===== config.mk =====
export PLATFORM = sky130hd
export DESIGN_NAME = range_frame_sequencer
export DESIGN_NICKNAME = d
export VERILOG_FILES = /design/src/rtl/range_seq_pkg.sv /design/src/rtl/byte_packer.sv /design/src/rtl/range_frame_sequencer.sv
export SDC_FILE = /design/constraint.sdc
export NUM_CORES = 1
export LEC_CHECK = 0
export CORE_ASPECT_RATIO = 1.75
export CORE_UTILIZATION = 50
export DETAILED_ROUTE_END_ITERATION = 8
export GPL_TIMING_DRIVEN = 0
export PLACE_DENSITY_LB_ADDON = 0.2
export SYNTH_ARGS = -nofsm -noshare
export SYNTH_HDL_FRONTEND = slang
export SYNTH_SLANG_ARGS = --single-unit
export TNS_END_PERCENT = 50

===== constraint.sdc =====
create_clock -name clock -period 2.07 [get_ports clock]
set_clock_uncertainty 0.1 [all_clocks]
set_input_delay 0.3105 -clock clock [delete_from_list [all_inputs] [get_ports clock]]
set_output_delay 0.3105 -clock clock [all_outputs]
set_load 0.01 [all_outputs]

===== src/rtl/range_seq_pkg.sv =====
// Shared types and sizing helpers for the range-finder frame sequencer.
// Imported by the byte packer and the sequencer top.
package range_seq_pkg;

  typedef enum logic [2:0] {
    S_IDLE,
    S_COLLECT,
    S_DRAIN,
    S_FINISH,
    S_RESULT,
    S_ABORT
  } seq_state_t;

  localparam int BYTES = 2;

  function automatic int bytes_of(input int width);
    return width / 8;
  endfunction

  function automatic int cnt_width(input int nbytes);
    return (nbytes > 1) ? $clog2(nbytes) : 1;
  endfunction

endpackage


===== src/rtl/byte_packer.sv =====
// Packs a valid/ready byte stream MSB-first into WIDTH-bit words.
// word/word_done are valid in the cycle of the final byte transfer.
module byte_packer
  import range_seq_pkg::*;
#(
  parameter int WIDTH = 16
) (
  input  logic             clock,
  input  logic             reset_n,
  input  logic [7:0]       byte_in,
  input  logic             byte_valid,
  input  logic             ready,
  input  logic             flush,
  output logic [WIDTH-1:0] word,
  output logic             word_done
);

  localparam int NB = bytes_of(WIDTH);
  localparam int CW = cnt_width(NB);

  logic [CW-1:0] byte_cnt;
  logic          xfer;
  logic          last;

  // a flushed byte is still handshaken upstream, just never stored
  assign xfer      = byte_valid & ready & ~flush;
  assign last      = (byte_cnt == CW'(NB - 1));
  assign word_done = xfer & last;

  always_ff @(posedge clock or negedge reset_n) begin
    if (!reset_n) begin
      byte_cnt <= '0;
    end else if (flush) begin
      byte_cnt <= '0;
    end else if (xfer) begin
      byte_cnt <= last ? '0 : byte_cnt + 1'b1;
    end
  end

  if (WIDTH > 8) begin : g_wide
    logic [WIDTH-9:0] asm_q;

    assign word = {asm_q, byte_in};

    always_ff @(posedge clock or negedge reset_n) begin
      if (!reset_n) begin
        asm_q <= '0;
      end else if (flush) begin
        asm_q <= '0;
      end else if (xfer) begin
        asm_q <= word[WIDTH-9:0];
      end
    end
  end else begin : g_narrow
    assign word = byte_in;
  end

endmodule


===== src/rtl/range_frame_sequencer.sv =====
// Feeds one go/finish framed run of packed samples to the range finder
// and strobes range_valid when its result can be captured.
module range_frame_sequencer
  import range_seq_pkg::*;
#(
  parameter int WIDTH     = 16,
  parameter int LEN_WIDTH = 8
) (
  input  logic                 clock,
  input  logic                 reset_n,
  input  logic                 start,
  input  logic [LEN_WIDTH-1:0] frame_len,
  input  logic                 abort,
  input  logic [7:0]           byte_in,
  input  logic                 byte_valid,
  output logic                 byte_ready,
  output logic [WIDTH-1:0]     data_out,
  output logic                 go,
  output logic                 finish,
  output logic                 busy,
  output logic                 range_valid,
  output logic                 frame_error
);

  seq_state_t           state_q;
  logic [LEN_WIDTH-1:0] len_q;
  logic [LEN_WIDTH-1:0] word_cnt;
  logic [WIDTH-1:0]     word;
  logic                 word_done;
  logic                 abort_take;
  logic                 flush;

  assign byte_ready = (state_q == S_COLLECT);
  assign busy       = (state_q != S_IDLE);
  assign abort_take = abort &
                      ((state_q == S_COLLECT) |
                       (state_q == S_DRAIN));
  assign flush      = abort_take | (state_q == S_IDLE);

  byte_packer #(
    .WIDTH(WIDTH)
  ) u_packer (
    .clock     (clock),
    .reset_n   (reset_n),
    .byte_in   (byte_in),
    .byte_valid(byte_valid),
    .ready     (byte_ready),
    .flush     (flush),
    .word      (word),
    .word_done (word_done)
  );

  always_ff @(posedge clock or negedge reset_n) begin
    if (!reset_n) begin
      state_q     <= S_IDLE;
      len_q       <= '0;
      word_cnt    <= '0;
      data_out    <= '0;
      go          <= 1'b0;
      finish      <= 1'b0;
      range_valid <= 1'b0;
      frame_error <= 1'b0;
    end else begin
      go          <= 1'b0;
      finish      <= 1'b0;
      range_valid <= 1'b0;
      frame_error <= 1'b0;
      unique case (state_q)
        S_IDLE: begin
          if (start) begin
            if (frame_len != '0) begin
              len_q    <= frame_len;
              word_cnt <= '0;
              state_q  <= S_COLLECT;
            end else begin
              frame_error <= 1'b1;
            end
          end
        end
        S_COLLECT: begin
          if (abort) begin
            // only close the frame if the range finder saw go
            finish  <= (word_cnt != '0);
            state_q <= S_ABORT;
          end else if (word_done) begin
            data_out <= word;
            word_cnt <= word_cnt + 1'b1;
            go       <= (word_cnt == '0);
            if (word_cnt + 1'b1 == len_q) begin
              state_q <= S_DRAIN;
            end
          end
        end
        S_DRAIN: begin
          finish  <= 1'b1;
          state_q <= abort ? S_ABORT : S_FINISH;
        end
        S_FINISH: begin
          range_valid <= 1'b1;
          state_q     <= S_RESULT;
        end
        S_RESULT: state_q <= S_IDLE;
        S_ABORT:  state_q <= S_IDLE;
        default:  state_q <= S_IDLE;
      endcase
    end
  end

endmodule


==> impl_metrics.json <==
{
  "run_status": "finished clean",
  "timing.final.max_slew_violations": 0,
  "vdd_drop_max_uv": 843.8,
  "period_minus_slack_ns": 2.025,
  "hpwl_um": 3523,
  "antenna_violations_before_repair": 0,
  "number_of_placement_rows": 31,
  "critical_path.endpoint": "state_q[1]",
  "post-synth-top-area-cell": "sky130_fd_sc_hd__dfrtp_1",
  "final_hold_viol_count": 0,
  "timing.hold.worst.class": "primary input to asynchronous set/reset pin",
  "gp_routability_congestion": 0.8029,
  "max_clock_freq_mhz": 493.8,
  "crit_path_start": "word_cnt[1]",
  "worst_skew_pair.late_latency_ns": 0.30,
  "avgRoutedWirePerCell_um": 16.36,
  "critical_r2r_capture": "state_q[1]",
  "drc_errors": 0,
  "die_footprint_sq_um": 4767,
  "total_global_route_track_usage_pct": 23.50,
  "drt.antenna.violating_nets": 0,
  "dp_worst_setup_slack_ns": -0.5624,
  "cts_made_buffers": 5,
  "grt_start_max_net_pins": 28,
  "synth.ff_latch_count": 48,
  "critical_path_required_ns": 2.16,
  "setup_total_negative_slack_ns": 0,
  "met1_track_usage_gr_pct": 26.52,
  "clkTransAtPathRegs_ns": 0.09,
  "first_drt_pass_iteration_count": 5,
  "post_route_cells_drive_above_1_share_pct": 22.53,
  "num-nets-final": 275,
  "cp-end-kind": "register",
  "vias_per_cell": 5.652,
  "timing.rr.start": "word_cnt[1]",
  "floorplan.initialDensity_pct": 53.03,
  "path_max_fanout": 5,
  "post_synth_edffs": 0,
  "synth_sequential_area_ratio_pct": 53.57,
  "grt_use_met2_pct": 39.14,
  "total_leakage_power_nw": 1.306,
  "timing.hold.ws_ns": 0.3974,
  "power.total_mw": 3.271,
  "netlist_top_cells_area": "sky130_fd_sc_hd__dfrtp_1 54%, sky130_fd_sc_hd__mux2_2 12%, sky130_fd_sc_hd__a22o_1 3.5%, sky130_fd_sc_hd__o21ai_0 3.3%, sky130_fd_sc_hd__nor2_1 2.2%",
  "pin_count": 43,
  "clock_tree.htree_level_count": 2,
  "vertical_extent_of_the_die_um": 90.59,
  "synth_cells": 198,
  "number_of_distinct_library_cells_after_synthesis": 39,
  "grt_pass1_wl_um": 8217,
  "layout.cells.most_common": "sky130_fd_sc_hd__dfrtp_1",
  "most_crowded_layer_after_global_routing": "met2",
  "tritoncts": "done",
  "overflow_after_grt": 0,
  "yosysWarningCount": 0,
  "slew_hr_pct": 65.79,
  "avgSynthCellArea_sq_um": 11.32,
  "crit_path_max_incr_delay_ns": 0.41,
  "worst-r2r-setup-slack_ns": 0.04,
  "worst_endpoint_data_arrival_time_ns": 2.12,
  "cts_max_path_buffers": 2,
  "met3_grt_util_pct": 6.229,
  "postSynthNetCount": 221,
  "route.final.wire_length_um": 4941,
  "synth_area_sq_um": 2242,
  "cp_max_stage_cell": "sky130_fd_sc_hd__dfrtp_2",
  "n_fill_cell": 323,
  "rsz0062_at_grt": "true",
  "flow.area_growth_from_synthesis_pct": 31.25,
  "async_reset_ff_share_pct": 100.0,
  "multiInputGateArea_sq_um": 1003,
  "final_min_period_over_clock_period_pct": 97.83,
  "final-setup-viol-count": 0,
  "antenna_cells_inserted": 0,
  "worst-setup-path-type": "register to register",
  "via_total_after_detailed_routing": 1707,
  "place.port_buffers": 42,
  "register_area_sq_um": 1204,
  "worst_setup_path_start_kind": "register",
  "timing.final.ws_setup_ns": 0.04500,
  "power_density_over_cell_area_nw_per_um2": 1112,
  "die-width_um": 52.62,
  "grt_pass1_vias": 1805,
  "drt_iter0_drc": 33,
  "core_region_area_sq_um": 4228,
  "timing_worst_slew_pin_value_ns": 0.5132,
  "clock_sink_count": 48,
  "post-synth-top-area-fraction_pct": 53.57,
  "crit_chain": "ha_2, nand3_1, nor2_2, o311a_1, o2111ai_2, a2111oi_1",
  "synthFlopType": "sky130_fd_sc_hd__dfrtp_1",
  "maxCapViolations": 0,
  "root_buffer": "sky130_fd_sc_hd__clkbuf_8",
  "layout.cells.most_common_list": "46 x sky130_fd_sc_hd__dfrtp_1, 39 x sky130_fd_sc_hd__clkdlybuf4s50_1, 23 x sky130_fd_sc_hd__mux2_2",
  "worst_r2r_path_depth": 6
}
[cell type report]
cell class,count,area share (%)
timing repair buffer,48,16.20
multi-input combinational,132,34.10
buffer,11,2.168
clock inverter,3,1.446
sequential,48,40.90
inverter,6,0.7653
tap,49,2.083
clock buffer,5,2.338
[critical path: cells and delay by family (launching register included)]
kind / cells / cell delay, ns
AO/OA/AOI/OAI: 3 / 0.77
adder cells (fa/ha/maj): 1 / 0.23
flip-flops: 1 / 0.41
AND/OR/NAND/NOR: 2 / 0.40
[state kept, by name, indices dropped and copies added, names as in the netlist]
| name | count |
|---|---|
| go | 1 |
| frame_error | 1 |
| u_packer.g_wide.asm_q | 8 |
| finish | 1 |
| word_cnt | 8 |
| data_out | 16 |
| range_valid | 1 |
| len_q | 8 |
| u_packer.byte_cnt | 1 |
| state_q | 3 |
[through the flow]
| step | instance area (sq um) | utilization, % | cells |
|---|---|---|---|
| after floorplan | 2242 | - | 198 |
| after global placement | 2724 | 64.43 | 289 |
| after detailed placement | 2739 | 64.78 | 290 |
| after CTS | 2903 | 68.66 | 301 |
| after global routing | 2943 | 69.61 | 302 |
| final | 2943 | 69.61 | 302 |
[repair_timing]
action,CTS,global route
pin swaps,3,2
hold endpoints to repair,21,0
setup buffers,2,2
gates resized for setup,8,9
endpoints found under the setup margin,24,13
hold buffers,1,0
[Yosys cell counts, types with 3 or more instances]
| cell | count |
|---|---|
| sky130_fd_sc_hd__nand2_1 | 12 |
| sky130_fd_sc_hd__dfrtp_1 | 48 |
| sky130_fd_sc_hd__a22o_1 | 9 |
| sky130_fd_sc_hd__nand2b_1 | 4 |
| sky130_fd_sc_hd__xor2_1 | 4 |
| sky130_fd_sc_hd__o21ai_0 | 15 |
| sky130_fd_sc_hd__buf_2 | 4 |
| sky130_fd_sc_hd__nor2_1 | 13 |
| sky130_fd_sc_hd__and3_1 | 3 |
| sky130_fd_sc_hd__and2_1 | 4 |
| sky130_fd_sc_hd__mux2_2 | 23 |
| sky130_fd_sc_hd__o31ai_1 | 3 |
| sky130_fd_sc_hd__nand3_1 | 6 |
| sky130_fd_sc_hd__a21oi_1 | 4 |
| sky130_fd_sc_hd__inv_1 | 6 |
| sky130_fd_sc_hd__clkbuf_1 | 6 |
| sky130_fd_sc_hd__nor3_1 | 4 |
| sky130_fd_sc_hd__nor3b_1 | 3 |
[power breakdown]
group	internal, mW	switching, mW
sequential	1.20	0.169
clock	0.358	0.320
combinational	0.694	0.531
[layer usage]
layer  part of all wire (%)  up-vias
li1                       -      816
met1                     38      826
met2                     54       47
met3                    4.0       18
met4                    4.0        0
met5                      0        -
[cell families (layout without fill, tap and decap cells)]
group | Yosys count | after routing | share of synthesized area, %
AND/OR/NAND/NOR | 59 | 59 | 14.62
flip-flops | 48 | 48 | 53.57
multiplexers | 23 | 23 | 11.55
AO/OA/AOI/OAI | 42 | 42 | 13.06
adder cells (fa/ha/maj) | 2 | 2 | 1.116
XOR/XNOR | 6 | 6 | 2.344
buffers and inverters | 18 | 73 | 3.739
[how the worst min path moves through the flow]
stage,start,endpoint,slack [ns],cells past startpoint
after floorplan,reset_n,data_out[0],-0.09,0
after global placement,u_packer.g_wide.asm_q[7],u_packer.g_wide.asm_q[7],0.38,1
after detailed placement,reset_n,word_cnt[2],0.20,1
after CTS,reset_n,word_cnt[2],0.40,2
after global routing,data_out[10],data_out[10],0.42,1
final,reset_n,word_cnt[2],0.40,2
(Power assumes the default switching activity.)
